--- src/rtl/sensor_switch_pkg.sv ---
`default_nettype none
// ============================================================================
// Module  : sensor_switch_pkg
// Brief   : Shared FSM encoding and control/status bit indices for the
//           detector-interface path switch.
// Revision: 1.0 - initial release
// ============================================================================
package sensor_switch_pkg;

    typedef enum logic [1:0] {
        ST_ACTIVE = 2'd0,
        ST_DRAIN  = 2'd1,
        ST_GUARD  = 2'd2
    } state_t;

    localparam int CTRL_SCLK_EN = 0;
    localparam int CTRL_RST     = 1;
    localparam int CTRL_INT     = 2;
    localparam int CTRL_SER     = 3;

    localparam int STAT_DV      = 0;
    localparam int STAT_LINE1   = 1;
    localparam int STAT_ERR     = 2;

    // Guard counter width covers GUARD_CYC up to 65535.
    localparam int GUARD_CNT_W  = 16;

endpackage
`default_nettype wire

--- src/rtl/sensor_path_switch_sync2_bus.sv ---
`default_nettype none
// ============================================================================
// Module  : sync2_bus
// Brief   : Parametrised-width two-flop synchroniser with asynchronous
//           active-low clear and a synchronous flush of both stages.
// Revision: 1.0 - initial release
// ============================================================================
module sync2_bus #(
    parameter int WIDTH = 1
) (
    input  logic             clk,
    input  logic             rst_n,
    input  logic             flush,
    input  logic [WIDTH-1:0] d,
    output logic [WIDTH-1:0] q
);

    logic [WIDTH-1:0] r_meta;
    logic [WIDTH-1:0] r_sync;

    always_ff @(posedge clk or negedge rst_n) begin
        if (!rst_n) begin
            r_meta <= '0;
            r_sync <= '0;
        end else if (flush) begin
            r_meta <= '0;
            r_sync <= '0;
        end else begin
            r_meta <= d;
            r_sync <= r_meta;
        end
    end

    assign q = r_sync;

endmodule
`default_nettype wire

--- src/rtl/sensor_path_switch.sv ---
`default_nettype none
// ============================================================================
// Module  : sensor_path_switch
// Brief   : Registered N-way router between the readout core and detector
//           targets; switches only at frame boundaries, followed by a guard
//           interval with all control lines low.
//           Optional drain timeout: define SENSOR_SWITCH_TIMEOUT_EN.
// Revision: 1.0 - initial release
// ============================================================================
module sensor_path_switch
    import sensor_switch_pkg::*;
#(
    parameter int N_CH        = 2,
    parameter int SEL_W       = 3,
    parameter int CTRL_W      = 4,
    parameter int STAT_W      = 3,
    parameter int GUARD_CYC   = 16,
    parameter int TIMEOUT_CYC = 4096
) (
    input  logic                     clk,
    input  logic                     rst_n,
    input  logic [SEL_W-1:0]         sel_req,
    input  logic                     sel_stb,
    input  logic                     frame_idle,
    input  logic [CTRL_W-1:0]        ctrl_in,
    output logic [N_CH*CTRL_W-1:0]   ctrl_out,
    input  logic [N_CH*STAT_W-1:0]   stat_in,
    output logic [STAT_W-1:0]        stat_out,
    output logic [SEL_W-1:0]         active_sel,
    output logic                     busy,
    output logic                     sel_err,
    output logic                     timeout
);

    localparam int                     c_CTRL_BUS_W = N_CH * CTRL_W;
    localparam int                     c_STAT_BUS_W = N_CH * STAT_W;
    localparam logic [SEL_W:0]         c_N_CH       = (SEL_W+1)'(N_CH);
    localparam logic [GUARD_CNT_W-1:0] c_GUARD_LAST = GUARD_CNT_W'(GUARD_CYC - 1);

    state_t                  r_state;
    logic [SEL_W-1:0]        r_active_sel;
    logic [SEL_W-1:0]        r_target;
    logic [SEL_W-1:0]        r_pend_sel;
    logic                    r_pend_vld;
    logic                    r_busy;
    logic                    r_sel_err;
    logic [GUARD_CNT_W-1:0]  r_guard_cnt;
    logic [c_CTRL_BUS_W-1:0] r_ctrl_out;
    logic [STAT_W-1:0]       r_stat_out;

    logic [c_CTRL_BUS_W-1:0] w_ctrl_route;
    logic [STAT_W-1:0]       w_stat_mux;
    logic [c_STAT_BUS_W-1:0] w_stat_sync;
    logic                    w_req_valid;
    logic                    w_req_err;
    logic                    w_act_req_vld;
    logic [SEL_W-1:0]        w_act_req_sel;
    logic                    w_start;
    logic                    w_guard_done;
    logic                    w_to_expire;

    assign w_req_valid   = sel_stb && ({1'b0, sel_req} < c_N_CH);
    assign w_req_err     = sel_stb && !({1'b0, sel_req} < c_N_CH);

    // In ACTIVE a fresh strobe overrides any request left pending from the last switch.
    assign w_act_req_vld = w_req_valid || r_pend_vld;
    assign w_act_req_sel = w_req_valid ? sel_req : r_pend_sel;
    assign w_start       = (r_state == ST_ACTIVE) && w_act_req_vld
                           && (w_act_req_sel != r_active_sel);
    assign w_guard_done  = (r_state == ST_GUARD) && (r_guard_cnt == c_GUARD_LAST);

    sync2_bus #(
        .WIDTH (c_STAT_BUS_W)
    ) u_stat_sync (
        .clk   (clk),
        .rst_n (rst_n),
        .flush (w_guard_done),
        .d     (stat_in),
        .q     (w_stat_sync)
    );

    always_comb begin
        w_ctrl_route = '0;
        w_stat_mux   = '0;
        for (int k = 0; k < N_CH; k++) begin
            if (r_active_sel == SEL_W'(k)) begin
                w_ctrl_route[k*CTRL_W +: CTRL_W] = ctrl_in;
                w_stat_mux                       = w_stat_sync[k*STAT_W +: STAT_W];
            end
        end
    end

`ifdef SENSOR_SWITCH_TIMEOUT_EN
    localparam int              c_TO_W    = $clog2(TIMEOUT_CYC + 1);
    localparam logic [c_TO_W-1:0] c_TO_LAST = c_TO_W'(TIMEOUT_CYC - 1);

    logic [c_TO_W-1:0] r_to_cnt;
    logic              r_timeout;

    assign w_to_expire = (r_state == ST_DRAIN) && !frame_idle && (r_to_cnt == c_TO_LAST);

    always_ff @(posedge clk or negedge rst_n) begin
        if (!rst_n) begin
            r_to_cnt  <= '0;
            r_timeout <= 1'b0;
        end else begin
            r_timeout <= w_to_expire;
            if (r_state != ST_DRAIN) begin
                r_to_cnt <= '0;
            end else if (!frame_idle) begin
                r_to_cnt <= r_to_cnt + 1'b1;
            end
        end
    end

    assign timeout = r_timeout;
`else
    assign w_to_expire = 1'b0;
    assign timeout     = 1'b0;
`endif

    always_ff @(posedge clk or negedge rst_n) begin
        if (!rst_n) begin
            r_state      <= ST_ACTIVE;
            r_active_sel <= '0;
            r_target     <= '0;
            r_pend_sel   <= '0;
            r_pend_vld   <= 1'b0;
            r_busy       <= 1'b0;
            r_sel_err    <= 1'b0;
            r_guard_cnt  <= '0;
            r_ctrl_out   <= '0;
            r_stat_out   <= '0;
        end else begin
            r_sel_err  <= w_req_err;
            r_ctrl_out <= (r_state == ST_GUARD) ? '0 : w_ctrl_route;

            case (r_state)
                ST_ACTIVE: begin
                    r_stat_out <= w_stat_mux;
                    if (w_act_req_vld) begin
                        r_pend_vld <= 1'b0;
                    end
                    if (w_start) begin
                        r_state  <= ST_DRAIN;
                        r_target <= w_act_req_sel;
                        r_busy   <= 1'b1;
                    end
                end

                ST_DRAIN: begin
                    r_stat_out <= w_stat_mux;
                    if (w_req_valid) begin
                        r_pend_vld <= 1'b1;
                        r_pend_sel <= sel_req;
                    end
                    if (frame_idle || w_to_expire) begin
                        r_state     <= ST_GUARD;
                        r_guard_cnt <= '0;
                    end
                end

                ST_GUARD: begin
                    // A strobe on the terminal count is still captured as pending.
                    if (w_req_valid) begin
                        r_pend_vld <= 1'b1;
                        r_pend_sel <= sel_req;
                    end
                    if (w_guard_done) begin
                        r_state      <= ST_ACTIVE;
                        r_active_sel <= r_target;
                        r_busy       <= 1'b0;
                        r_stat_out   <= '0;
                    end else begin
                        r_guard_cnt  <= r_guard_cnt + 1'b1;
                    end
                end

                default: begin
                    r_state <= ST_ACTIVE;
                end
            endcase
        end
    end

    assign ctrl_out   = r_ctrl_out;
    assign stat_out   = r_stat_out;
    assign active_sel = r_active_sel;
    assign busy       = r_busy;
    assign sel_err    = r_sel_err;

endmodule
`default_nettype wire

--- config.mk ---
export PLATFORM = sky130hd
export DESIGN_NAME = sensor_path_switch
export DESIGN_NICKNAME = d
export VERILOG_FILES = /design/src/rtl/sensor_switch_pkg.sv /design/src/rtl/sensor_path_switch_sync2_bus.sv /design/src/rtl/sensor_path_switch.sv
export SDC_FILE = /design/constraint.sdc
export NUM_CORES = 1
export LEC_CHECK = 0
export ABC_CLOCK_PERIOD_IN_PS = 2200
export CAP_MARGIN = 20
export CORE_ASPECT_RATIO = 1.4
export CORE_UTILIZATION = 54
export DETAILED_ROUTE_END_ITERATION = 7
export PLACE_DENSITY = 0.76
export SYNTH_ARGS = -nofsm -noshare
export SYNTH_HDL_FRONTEND = slang
export SYNTH_HIERARCHICAL = 1
export SYNTH_SLANG_ARGS = --single-unit
--- constraint.sdc ---
create_clock -name clk -period 2.2 [get_ports clk]
set_input_delay 0.44 -clock clk [delete_from_list [all_inputs] [get_ports clk]]
set_output_delay 0.44 -clock clk [all_outputs]
set_load 0.005 [all_outputs]
# Yosys cells after proc, flatten, opt, wreduce, memory -nomap -nowiden
# Cells that the tools add are included.
# totals
register_bits	53
input_bits	17
out_inout_bits	17
elab_cells	70
# classes
add_sub_neg	1
magnitude_cmp	1
n_eq_ne	11
muxes	23
reduce_logical	22
# op_table
cell	n
2-to-1 mux 16 bit	2
case mux 16 bit (2 select lines)	1
adder 16 x 1 -> 16 bit, second input constant	1
== test 16 x 4 -> 1 bit, second input constant	1
2-to-1 mux 3 bit	4
2-to-1 mux 6 bit	2
AND reduction 3 bit	4
2-to-1 mux 4 bit	2
2-to-1 mux 8 bit	1
!= test 2 bit, second input constant	4
nonzero test 2 bit	4
2-to-1 mux 2 bit	3
case mux 2 bit (3 select lines)	1
case mux 3 bit (2 select lines)	1
AND reduction 2 bit	3
logical AND 1 bit	5
2-to-1 mux 1 bit	4
!= test 2 x 1 -> 1 bit, second input constant	2
case mux 1 bit (2 select lines)	2
OR reduction 2 bit	2
== test 3 x 1 -> 1 bit, second input constant	1
logical NOT 3 bit	1
< comparator 3 x 2 -> 1 bit, second input constant	1
!= test 3 bit	1
other kinds (5)	5

# Longest topological paths before layout
# Gate-level depths: netlist of the first run.
# depth
ltp_word	7
mapped_depth	8
mapped_depth_nobuf	7

# By module
# The synthesis of the first run kept the hierarchy.
# by_module_without_submodules
module	instances	cells_per_inst	area_each_um2
sensor_path_switch	1	217	2123.3
sync2_bus	1	25	426.7

# Worst setup path after synthesis of the first run
# Ideal clock, no wire load.
# synth_timing
path_kind	input to register
start	in sel_req[1]
end	reg r_state[1]
setup_time_ns	0.128
arrival_ns	1.842
required_ns	2.072
slack_ns	0.230
stages	6
n_path_buf	1
path_cell_list	or3b_1 buf_6 o21ai_1 o32ai_4 a31oi_1 mux2_1
# synth_via
elab_chain_len	7
# synth_rtl
item	line_no	source
start: declaration	sensor_path_switch.sv:22	input logic [SEL_W-1:0] sel_req,
< comparator 3 x 2 -> 1 bit	sensor_path_switch.sv:62	assign w_req_valid = sel_stb && ({1'b0, sel_req} < c_N_CH);
logical AND 1 bit	sensor_path_switch.sv:62	
2-to-1 mux 3 bit / logical OR 1 bit (equally long branches)	-	
!= test 3 bit / logical AND 1 bit (equally long branches)	sensor_path_switch.sv:69, sensor_path_switch.sv:68	
logical AND 1 bit (*)	sensor_path_switch.sv:69	&& (w_act_req_sel != r_active_sel);
!= test 2 bit (no source line) (*)	-	
AND reduction 3 bit (no source line) (*)	-	
end signal: assignment	sensor_path_switch.sv:124	r_state <= ST_ACTIVE;
end signal: assignment	sensor_path_switch.sv:145	r_state <= ST_DRAIN;
end signal: assignment	sensor_path_switch.sv:158	r_state <= ST_GUARD;
end: declaration	sensor_path_switch.sv:40	state_t r_state;
# Mark *: on every way between the ends. The rest lies on a longest branch, timed or not.
# A chain may end at the register's enable or synchronous reset.

# Worst setup path after layout of the first run
# layout_timing
start	in sel_stb
end	reg r_target[1]
# layout_via
elab_chain_len	5
# layout_rtl
item	line_no	source
start: declaration	sensor_path_switch.sv:23	input logic sel_stb,
logical AND 1 bit (*)	sensor_path_switch.sv:62	
2-to-1 mux 3 bit / logical OR 1 bit (equally long branches)	-	
!= test 3 bit / logical AND 1 bit (equally long branches)	sensor_path_switch.sv:69, sensor_path_switch.sv:68	
logical AND 1 bit	sensor_path_switch.sv:69	
AND reduction 2 bit (no source line)	-	
end signal: assignment	sensor_path_switch.sv:146	r_target <= w_act_req_sel;
end: declaration	sensor_path_switch.sv:42	logic [SEL_W-1:0] r_target;
# Marks and branches as above.

==> metrics, run 1 <==
Reg2Reg Launch Point=r_state[0]$_DFFE_PN0P_; clock sink total=53; CTS tree=built; DIE WIDTH=~60 um; PD cells=803 nW/um2; top post-synthesis cells by count=dfrtp_1, nor2_1, nand2_1, nand3_1, inv_1; DRT antenna net count=0; Yosys reg bits=53; cells on worst reg2reg path=7; Synth area leader=dfrtp_1; clk root buf=clkbuf_8; Hold Crit Class=primary input to asynchronous set/reset pin; CTS H-tree depth=2; crit path cell chain=clkdlybuf4s50_1, or3b_1, and3_4, o32a_4, o21ai_4, mux2i_1; FP Rows=29; Yosys warnings=6; Ports=34; # DRC=0; Total Wirelength=5.07 mm; # nets final=~310; post-route cell area=approximately 3100 um2; diode count=0; Synth area leaders=dfrtp_1, nor2_1, ha_1; Max Clock Skew=around 6.3 ps; Worst path max stage delay=490 ps; Min Clock Period, post-route=~2100 ps; unrepaired setup endpoints after global routing=false; total CTS buffers=5; number of hold violations in the final report=0; I/O Buffers=32; Post-CTS Setup Bufs=0; via count=roughly 2000; Die ar.=~5000 um2; core footprint=roughly 4500 um2; R2R Setup Slk=between 200 and 250 ps; Async SR Flop Fraction=1.00; first-pass GRT wire length=roughly 8.8 mm; clock slew at reported path FFs=around 90 ps; most used flip-flop cell after synthesis=dfrtp_1; met2 Use GR=0.397; final setup fails=0; CP max-delay cell=clkdlybuf4s50_1; Slew Limit Fails=0; Post-Syn Nets=265; Syn Area/Cell=approximately 11 um2; Max Cap Viol=0; Critical Path RT=about 2400 ps; Synth Instances=around 240; synth unique cells=between 50 and 60; Placed Area=between 3000 and 4000 um2; Die H=between 80 and 90 um; post-synthesis cell area=approximately 2500 um2; period utilisation layout=0.966; WL per Instance=14.3 um; initial antenna violation count=0; CP max FO=3; Initial Util=0.562; Max Root-Sink Buffers=2; capturing point of the worst reg2reg path=r_state[1]$_DFFE_PN0P_; most frequent cell after synthesis=dfrtp_1; CP Launch Type=primary input; largest net degree at the start of global routing=33; Post-synth EDFFs=0; met1 global-route usage=0.274; Top Usage Layer GRT=met2; max_slew headroom=0.654; Worst-Margin Slew=519 ps; GPL Wtd Cong=between 0.9 and 1; Arr. time, crit path=2350 ps; GRT Overall Usage=0.231; routed vias/inst=between 5 and 6; Area growth, synth to finish=22.6%; Yosys top cell area share=0.520; grt ovf=0; clock latency on the worst-skew pair=around 300 ps; peak supply drop=between 0.0005 and 0.0006 V; CP endpoint kind=register; sequential area share after synthesis=0.520; vias in the first global route=2016; initial DRC count=approximately 120; LEAKAGE=~1.4 nW; fraction of layout cells with a size suffix above 1=0.165; Inst Count DP=about 350; critical path type=primary input to register; status=finished clean; Post-DP HPWL=3.78 mm; f_max=0.471 GHz; Post-Layout Cell Count=approximately 350; M3 GR Usage=0.0389; Detailed Routing Iterations Pass 1=4
-- cell usage in the layout, fill, tap and decap left out, types with 8 or more instances in the layout --
| master | Yosys | final |
|---|---|---|
| nand3_1 | 13 | 13 |
| nand4_1 | 8 | 8 |
| dfrtp_1 | 53 | 53 |
| inv_1 | 10 | 10 |
| o21ai_0 | 9 | 9 |
| nor2b_2 | 8 | 8 |
| nor2_1 | 24 | 24 |
| nand2_1 | 20 | 20 |
| clkdlybuf4s50_1 | 0 | 31 |
| buf_4 | 1 | 16 |
-- layer usage --
metal | vias up | part of all wire | wire (um)
met1 | 982 | 0.41 | 2080
li1 | 943 | - | -
met3 | 9 | 0.027 | 136
met2 | 33 | 0.54 | 2750
met4 | 0 | 0.021 | 104
met5 | - | 0 | 0
-- registers in the layout, indices dropped and copies added, names as in the netlist, 2 cells and up --
signal,count
r_guard_cnt,16
r_pend_sel,3
ctrl_out,8
r_state,2
stat_out,3
r_target,3
u_stat_sync/r_meta,6
u_stat_sync/q,6
active_sel,3
-- worst max-delay path, delay by kind of cell --
kind            cells  cell delay, ps
compound gates      2             570
buf+inv             1             490
mux                 1             220
simple gates        2             620
-- timing repair --
item,in CTS,in global routing
resized for setup,0,1
setup endpoints to repair,0,1
hold buffers,0,0
-- worst max-delay path by stage --
stage / from / end / depth (start not counted)
2_1_floorplan: sel_req[1] / r_state[1]$_DFFE_PN0P_ / 6
3_3_place_gp: sel_stb / r_target[1]$_DFFE_PN0P_ / 6
3_5_place_dp: sel_stb / r_state[1]$_DFFE_PN0P_ / 6
4_1_cts: sel_stb / r_state[1]$_DFFE_PN0P_ / 6
5_1_grt: sel_req[1] / r_target[1]$_DFFE_PN0P_ / 6
6_report: sel_stb / r_target[1]$_DFFE_PN0P_ / 6
-- area by class of cell --
| type | instances | area, um2 |
|---|---|---|
| Tap cell | 62 | 77.6 |
| Clock buffer | 6 | 72.6 |
| Multi-Input combinational cell | 170 | 1140 |
| Timing Repair Buffer | 49 | 455 |
| Sequential cell | 53 | 1330 |
| Fill cell | 362 | 1410 |
| Inverter | 11 | 41.3 |
| Clock inverter | 2 | 15.0 |
-- cells by family after synthesis --
kind of cell               count (synthesis)  share of synthesized area
and+or+nand+nor                          111                      0.243
muxes                                      8                     0.0339
DFF                                       53                      0.520
xor gates and xnor gates                   6                     0.0206
buffers and inverters                     19                     0.0353
AOI/OAI and AO/OA                         38                      0.116
other                                      1                    0.00147
adders and majority gates                  6                     0.0294
-- power by group --
group / switching (mW) / leakage, nW / internal [mW]
clock: 0.310 / 0.0374 / 0.225
sequential: 0.0722 / 0.685 / 1.08
combinational: 0.451 / 0.715 / 0.372
total: 0.834 / 1.44 / 1.68
-- through the flow --
stage	power [mW]	util	hold WS [ps]	setup WS, ps	setup TNS, ps
2_1_floorplan	1.62	-	144	230	0
4_1_cts	2.52	0.688	107	18.9	0
6_report	2.51	0.689	93.7	74.8	0
5_1_grt	2.66	0.689	130	13.6	0
3_5_place_dp	1.99	0.669	442	-294	-1180
3_3_place_gp	1.97	0.669	439	-170	-843
No activity file was read; power rests on OpenSTA's default activity.
==> inputs of run 2 (changes only) <==
--- a/config.mk
+++ b/config.mk
@@ -11,6 +11,7 @@
 export CORE_UTILIZATION = 54
 export DETAILED_ROUTE_END_ITERATION = 7
 export PLACE_DENSITY = 0.76
+export SLEW_MARGIN = 25
 export SYNTH_ARGS = -nofsm -noshare
 export SYNTH_HDL_FRONTEND = slang
 export SYNTH_HIERARCHICAL = 1
==> results of run 2 <==
The final DEF is identical to that of run 1; final timing and power are the same.
==> inputs of run 3 (changes only) <==
--- a/config.mk
+++ b/config.mk
@@ -9,6 +9,7 @@
 export CAP_MARGIN = 20
 export CORE_ASPECT_RATIO = 1.4
 export CORE_UTILIZATION = 54
+export CTS_CLUSTER_SIZE = 10
 export DETAILED_ROUTE_END_ITERATION = 7
 export PLACE_DENSITY = 0.76
 export SLEW_MARGIN = 25
==> results of run 3 <==
The final DEF is identical to that of run 1; final timing and power are the same.
